===== config.mk =====
export PLATFORM = sky130hd
export DESIGN_NAME = apb_master
export DESIGN_NICKNAME = d
export VERILOG_FILES = /design/src/rtl/apb_pkg.sv /design/src/rtl/apb_master.sv
export SDC_FILE = /design/constraint.sdc
export NUM_CORES = 1
export LEC_CHECK = 0
export CELL_PAD_IN_SITES_DETAIL_PLACEMENT = 2
export CELL_PAD_IN_SITES_GLOBAL_PLACEMENT = 2
export CORE_MARGIN = 2
export CORE_UTILIZATION = 36
export DETAILED_ROUTE_END_ITERATION = 12
export DONT_BUFFER_PORTS = 1
export GPL_ROUTABILITY_DRIVEN = 1
export PLACE_DENSITY = 0.78
export SYNTH_ARGS = -nofsm -noshare
export SYNTH_HDL_FRONTEND = slang
export SYNTH_SLANG_ARGS = --single-unit
export TNS_END_PERCENT = 10

===== constraint.sdc =====
create_clock -name clk -period 1.5 [get_ports clk]
set_input_delay 0.3 -clock clk [delete_from_list [all_inputs] [get_ports clk]]
set_output_delay 0.3 -clock clk [all_outputs]
set_load 0.03 [all_outputs]

===== src/rtl/apb_pkg.sv =====
// Shared APB definitions: FSM state encoding, default bus widths and the
// read value returned by responders for addresses they do not decode.
package apb_pkg;

  localparam int APB_ADDR_W = 16;
  localparam int APB_DATA_W = 32;

  // Returned by every responder (and bench model) for an unmapped address.
  localparam logic [APB_DATA_W-1:0] APB_DEFAULT_RDATA = 32'h1234_5678;

  typedef enum logic [1:0] {
    IDLE   = 2'd0,
    SETUP  = 2'd1,
    ACCESS = 2'd2
  } state_t;

endpackage


===== src/rtl/apb_master.sv =====
// Single-outstanding APB initiator. A command accepted in IDLE becomes one
// SETUP cycle followed by ACCESS cycles until pready (or the timeout), then
// a one-cycle response pulse is issued in the following IDLE cycle.
//
// Handshake: the command is transferred on a rising edge where
// cmd_valid && cmd_ready; cmd_ready is high only while the FSM is in IDLE.
// rsp_valid is a single-cycle pulse with no backpressure; rsp_rdata and
// rsp_err hold until the next response.
module apb_master
  import apb_pkg::*;
#(
  parameter int ADDR_W  = APB_ADDR_W,
  parameter int DATA_W  = APB_DATA_W,
  parameter int TIMEOUT = 16
) (
  input  logic              clk,
  input  logic              rstn,
  // command side
  input  logic              cmd_valid,
  output logic              cmd_ready,
  input  logic              cmd_write,
  input  logic [ADDR_W-1:0] cmd_addr,
  input  logic [DATA_W-1:0] cmd_wdata,
  // response side
  output logic              rsp_valid,
  output logic [DATA_W-1:0] rsp_rdata,
  output logic              rsp_err,
  // APB side
  output logic [ADDR_W-1:0] paddr,
  output logic              psel,
  output logic              penable,
  output logic              pwrite,
  output logic [DATA_W-1:0] pwdata,
  input  logic [DATA_W-1:0] prdata,
  input  logic              pready,
  input  logic              pslverr,
  // debug view of the FSM
  output state_t            dbg_state
);

  // Counter must be able to reach TIMEOUT-1; at least one bit when disabled.
  localparam int CNT_W = (TIMEOUT > 0) ? $clog2(TIMEOUT + 1) : 1;
  localparam logic [CNT_W-1:0] CNT_LAST = CNT_W'((TIMEOUT > 0) ? TIMEOUT - 1 : 0);

  state_t           state;
  state_t           state_next;
  logic [CNT_W-1:0] wait_cnt;
  logic             accept;
  logic             timed_out;
  logic             done_ok;
  logic             done_to;

  assign accept    = cmd_valid && cmd_ready;
  assign dbg_state = state;

  // Next-state decode; pready takes priority over the timeout condition.
  always_comb begin
    state_next = state;
    timed_out  = 1'b0;
    done_ok    = 1'b0;
    done_to    = 1'b0;
    case (state)
      IDLE: begin
        if (accept) state_next = SETUP;
      end
      SETUP: begin
        state_next = ACCESS;
      end
      ACCESS: begin
        timed_out = (TIMEOUT != 0) && !pready && (wait_cnt == CNT_LAST);
        if (pready) begin
          done_ok    = 1'b1;
          state_next = IDLE;
        end else if (timed_out) begin
          done_to    = 1'b1;
          state_next = IDLE;
        end
      end
      default: begin
        state_next = IDLE;
      end
    endcase
  end

  // State register.
  always_ff @(posedge clk or negedge rstn) begin
    if (!rstn) state <= IDLE;
    else       state <= state_next;
  end

  // Registered handshake and APB strobes, decoded from the next state so
  // they line up exactly with the state they describe.
  always_ff @(posedge clk or negedge rstn) begin
    if (!rstn) begin
      cmd_ready <= 1'b0;
      psel      <= 1'b0;
      penable   <= 1'b0;
    end else begin
      cmd_ready <= (state_next == IDLE);
      psel      <= (state_next == SETUP) || (state_next == ACCESS);
      penable   <= (state_next == ACCESS);
    end
  end

  // Capture the command on acceptance; held stable for the whole transfer.
  always_ff @(posedge clk or negedge rstn) begin
    if (!rstn) begin
      paddr  <= '0;
      pwrite <= 1'b0;
      pwdata <= '0;
    end else if (accept) begin
      paddr  <= cmd_addr;
      pwrite <= cmd_write;
      pwdata <= cmd_wdata;
    end
  end

  // Wait-state counter: cleared while in SETUP (entry to ACCESS), counts
  // ACCESS cycles that see pready low.
  always_ff @(posedge clk or negedge rstn) begin
    if (!rstn) begin
      wait_cnt <= '0;
    end else if (state == SETUP) begin
      wait_cnt <= '0;
    end else if ((state == ACCESS) && !pready) begin
      wait_cnt <= wait_cnt + 1'b1;
    end
  end

  // Response pulse and held response data. pslverr only matters with pready.
  always_ff @(posedge clk or negedge rstn) begin
    if (!rstn) begin
      rsp_valid <= 1'b0;
      rsp_rdata <= '0;
      rsp_err   <= 1'b0;
    end else begin
      rsp_valid <= done_ok || done_to;
      if (done_ok) begin
        rsp_rdata <= pwrite ? '0 : prdata;
        rsp_err   <= pslverr;
      end else if (done_to) begin
        rsp_rdata <= '0;
        rsp_err   <= 1'b1;
      end
    end
  end

endmodule


==> flow_summary.json <==
{
  "synth_area_um2": 3603,
  "place_hpwl_um": 6264,
  "drcViolationCount": 0,
  "yosysMostFrequentCell": "dfrtp_1",
  "avgSynthCellArea_um2": 15.60,
  "tns_ps": -1211,
  "worst_pin_slew_ps": 418.6,
  "grt_overflow": 0,
  "routed_wl_um": 8512,
  "max_freq_mhz": 643.6,
  "clock-sinks": 93,
  "firstDrtPassIters": 4,
  "startpoint_type": "flop",
  "worst_path_max_delay_cell": "dfrtp_1",
  "clk_latency_ps": 360,
  "cap_viol_max_count": 0,
  "internal-power_mw": 5.656,
  "dieArea_um2": 10830,
  "reg2reg_depth": 7,
  "pwr-share-comb": 0.202,
  "ys.flop_type": "dfrtp_1",
  "ant_nets": 0,
  "place_inst": 365,
  "synth_warnings": 0,
  "min_period_over_period": 1.036,
  "finalPower_mw": 10.13,
  "leakage_nw": 1.834,
  "drive_above_1_share": 0.3810,
  "vias": 2045,
  "clock_path_buffers": 2,
  "synth-seq-area-share": 0.6458,
  "core_um2": 9729,
  "cp_common_cell": "buf_12",
  "cpPeakStageDelay_ps": 400,
  "r2r-end": "rsp_rdata[27]",
  "synthTopCellsByArea": "dfrtp_1, mux2_2, a22o_1",
  "avgRoutedWirePerCell_um": 22.11,
  "clockRootBuffer": "clkbuf_8",
  "ioPinCount": 174,
  "start_util": 0.3704,
  "hold_class": "input pin to async pin",
  "crit_chain": "ha_2 > and3_4 > ha_4 > o21ai_4 > buf_12 > buf_12 > a22o_1",
  "async_flop_share": 1.000,
  "worstPathMaxFanout": 12,
  "grt_max_degree": 94,
  "synth_seq_cells": 93,
  "fp.dieW_um": 104.0,
  "p_sw_frac": 0.4415,
  "synth_cell_type_count": 30,
  "dpl_cell_area_um2": 3817,
  "grt_pass1_vias": 2273,
  "slew_viol_final": 0,
  "synthTopCellsByCount": "dfrtp_1, mux2_2, a22o_1",
  "syn_inst": 231,
  "worstSetupEndpoint": "rsp_rdata[27]",
  "drtIter0Drc": 85,
  "fin_area_um2": 4116,
  "antenna_found_initial": 0,
  "ir_drop_mv": 1.200,
  "required_ps": 1800,
  "cts_max_level": 3,
  "routabilityCongestion": 0.7502,
  "worstSetupStartpoint": "wait_cnt[0]",
  "die_h_um": 104.0,
  "fin_hold_ws_ps": -373.5,
  "setup_slack_ps": -53.87,
  "status": "finished, violations left",
  "track_usage": 0.1602,
  "grt_first_pass_wirelength_um": 13360,
  "cts_tree": "built",
  "r2r_start": "wait_cnt[0]",
  "fin_util": 0.4231,
  "power_frac_seq": 0.616,
  "cts_made_buffers": 9,
  "clk_pin_slew_ps": 100,
  "synth_top_area_share": 0.6458,
  "violations": "hold timing, setup timing",
  "worst-setup-path-type": "flop to flop",
  "worstPathArrival_ps": 1850,
  "syn_nets": 321,
  "p_per_area_nw_per_um2": 2460,
  "clkPwrFrac": 0.183,
  "worst-r2r-setup-slack_ps": -50,
  "synth-edff-count": 0,
  "clock_skew_ps": 11.15,
  "switching_power_mw": 4.472,
  "finalSetupViolations": 33,
  "hold_violations": 93,
  "cp-end-kind": "flop",
  "max_slew_margin": 0.7209,
  "area_growth_pct": 14.24,
  "rsz0062_at_grt": "true",
  "io_buffers": 0,
  "num_rows": 36,
  "layout.nets": 337,
  "yosys.area.top_type": "dfrtp_1",
  "finalCriticalPeriod_ps": 1554,
  "final_cell_count_no_fill": 385,
  "diodes": 0,
  "fillerInstances": 958,
  "viasPerCell": 5.312
}
-- metal layers --
layer	track usage	wire length, um
met1	0.1803	3090
met2	0.2660	4398
met3	0.06704	859
met4	0.07143	164
met5	0	0
-- worst min path at each step --
stage	start	to	slack, ps
final	rstn	pwdata[28]	-370
after global routing	rstn	pwdata[14]	-410
after CTS	rstn	pwdata[28]	-400
after detailed placement	rstn	pwdata[15]	7
after global placement	rstn	pwdata[14]	6
after floorplan	rstn	cmd_ready	4
-- power groups by stage --
stage	Sequential, mW	Clock [mW]	Combinational (mW)
final	6.24	1.85	2.04
after global routing	6.38	2.02	2.26
after CTS	6.27	1.92	1.99
after detailed placement	6.32	0	1.98
after global placement	6.27	0	1.84
after floorplan	6.09	0	1.51
-- repair_timing --
item	4_1_cts	5_1_grt
gates cloned	0	2
buffers inserted	1	1
hold endpoints to repair	93	93
gates resized for setup	2	3
setup endpoints to repair	36	36
pin swaps	0	21
-- cell usage in the layout, fill, tap and decap left out, drive strengths merged, types with 3 or more instances in the layout --
cell	n
a21oi	6
a22o	32
buf	18
clkbuf	10
dfrtp	93
ha	4
inv	10
mux2	49
nor2	3
o2bb2ai	3
-- cells by family (layout without fill, tap and decap cells) --
kind of cell	count (synthesis)	in the layout	share of synthesized area
multiplexers	49	49	0.1531
AO/OA/AOI/OAI	47	47	0.1090
flip-flops	93	93	0.6458
AND/OR/NAND/NOR	17	17	0.03611
buffers and inverters	21	42	0.04202
adder cells (fa/ha/maj)	4	4	0.01389
-- cell type report --
type	count	area, um2	area share
timing repair buffer	19	217.7	0.05289
multi-input combinational	117	1159	0.2815
inverter	7	26.28	0.006383
sequential	93	2327	0.5653
clock inverter	7	96.34	0.02340
tap	133	166.4	0.04043
clock buffer	9	123.9	0.03009
-- per-stage QoR --
step / hold WS (ps) / setup slack, ps
after detailed placement: 6.825 / -54.68
after global routing: -406.0 / -98.05
final: -373.5 / -53.87
after floorplan: 4.409 / -7.567
after global placement: 6.277 / 9.897
after CTS: -397.5 / -69.81
-- critical path, delay by kind of cell (launching register included) --
| family | cells | cell delay (ps) |
|---|---|---|
| buffers and inverters | 2 | 270 |
| and+or+nand+nor | 1 | 180 |
| AOI/OAI and AO/OA | 2 | 290 |
| adders and majority gates | 2 | 350 |
| DFF | 1 | 400 |
-- sequential cells by signal (all words and copies together), names as in the netlist --
signal	count
cmd_ready	1
dbg_state	2
paddr	16
penable	1
psel	1
pwdata	32
pwrite	1
rsp_err	1
rsp_rdata	32
rsp_valid	1
wait_cnt	5
Power figures use the tool's default switching activity.
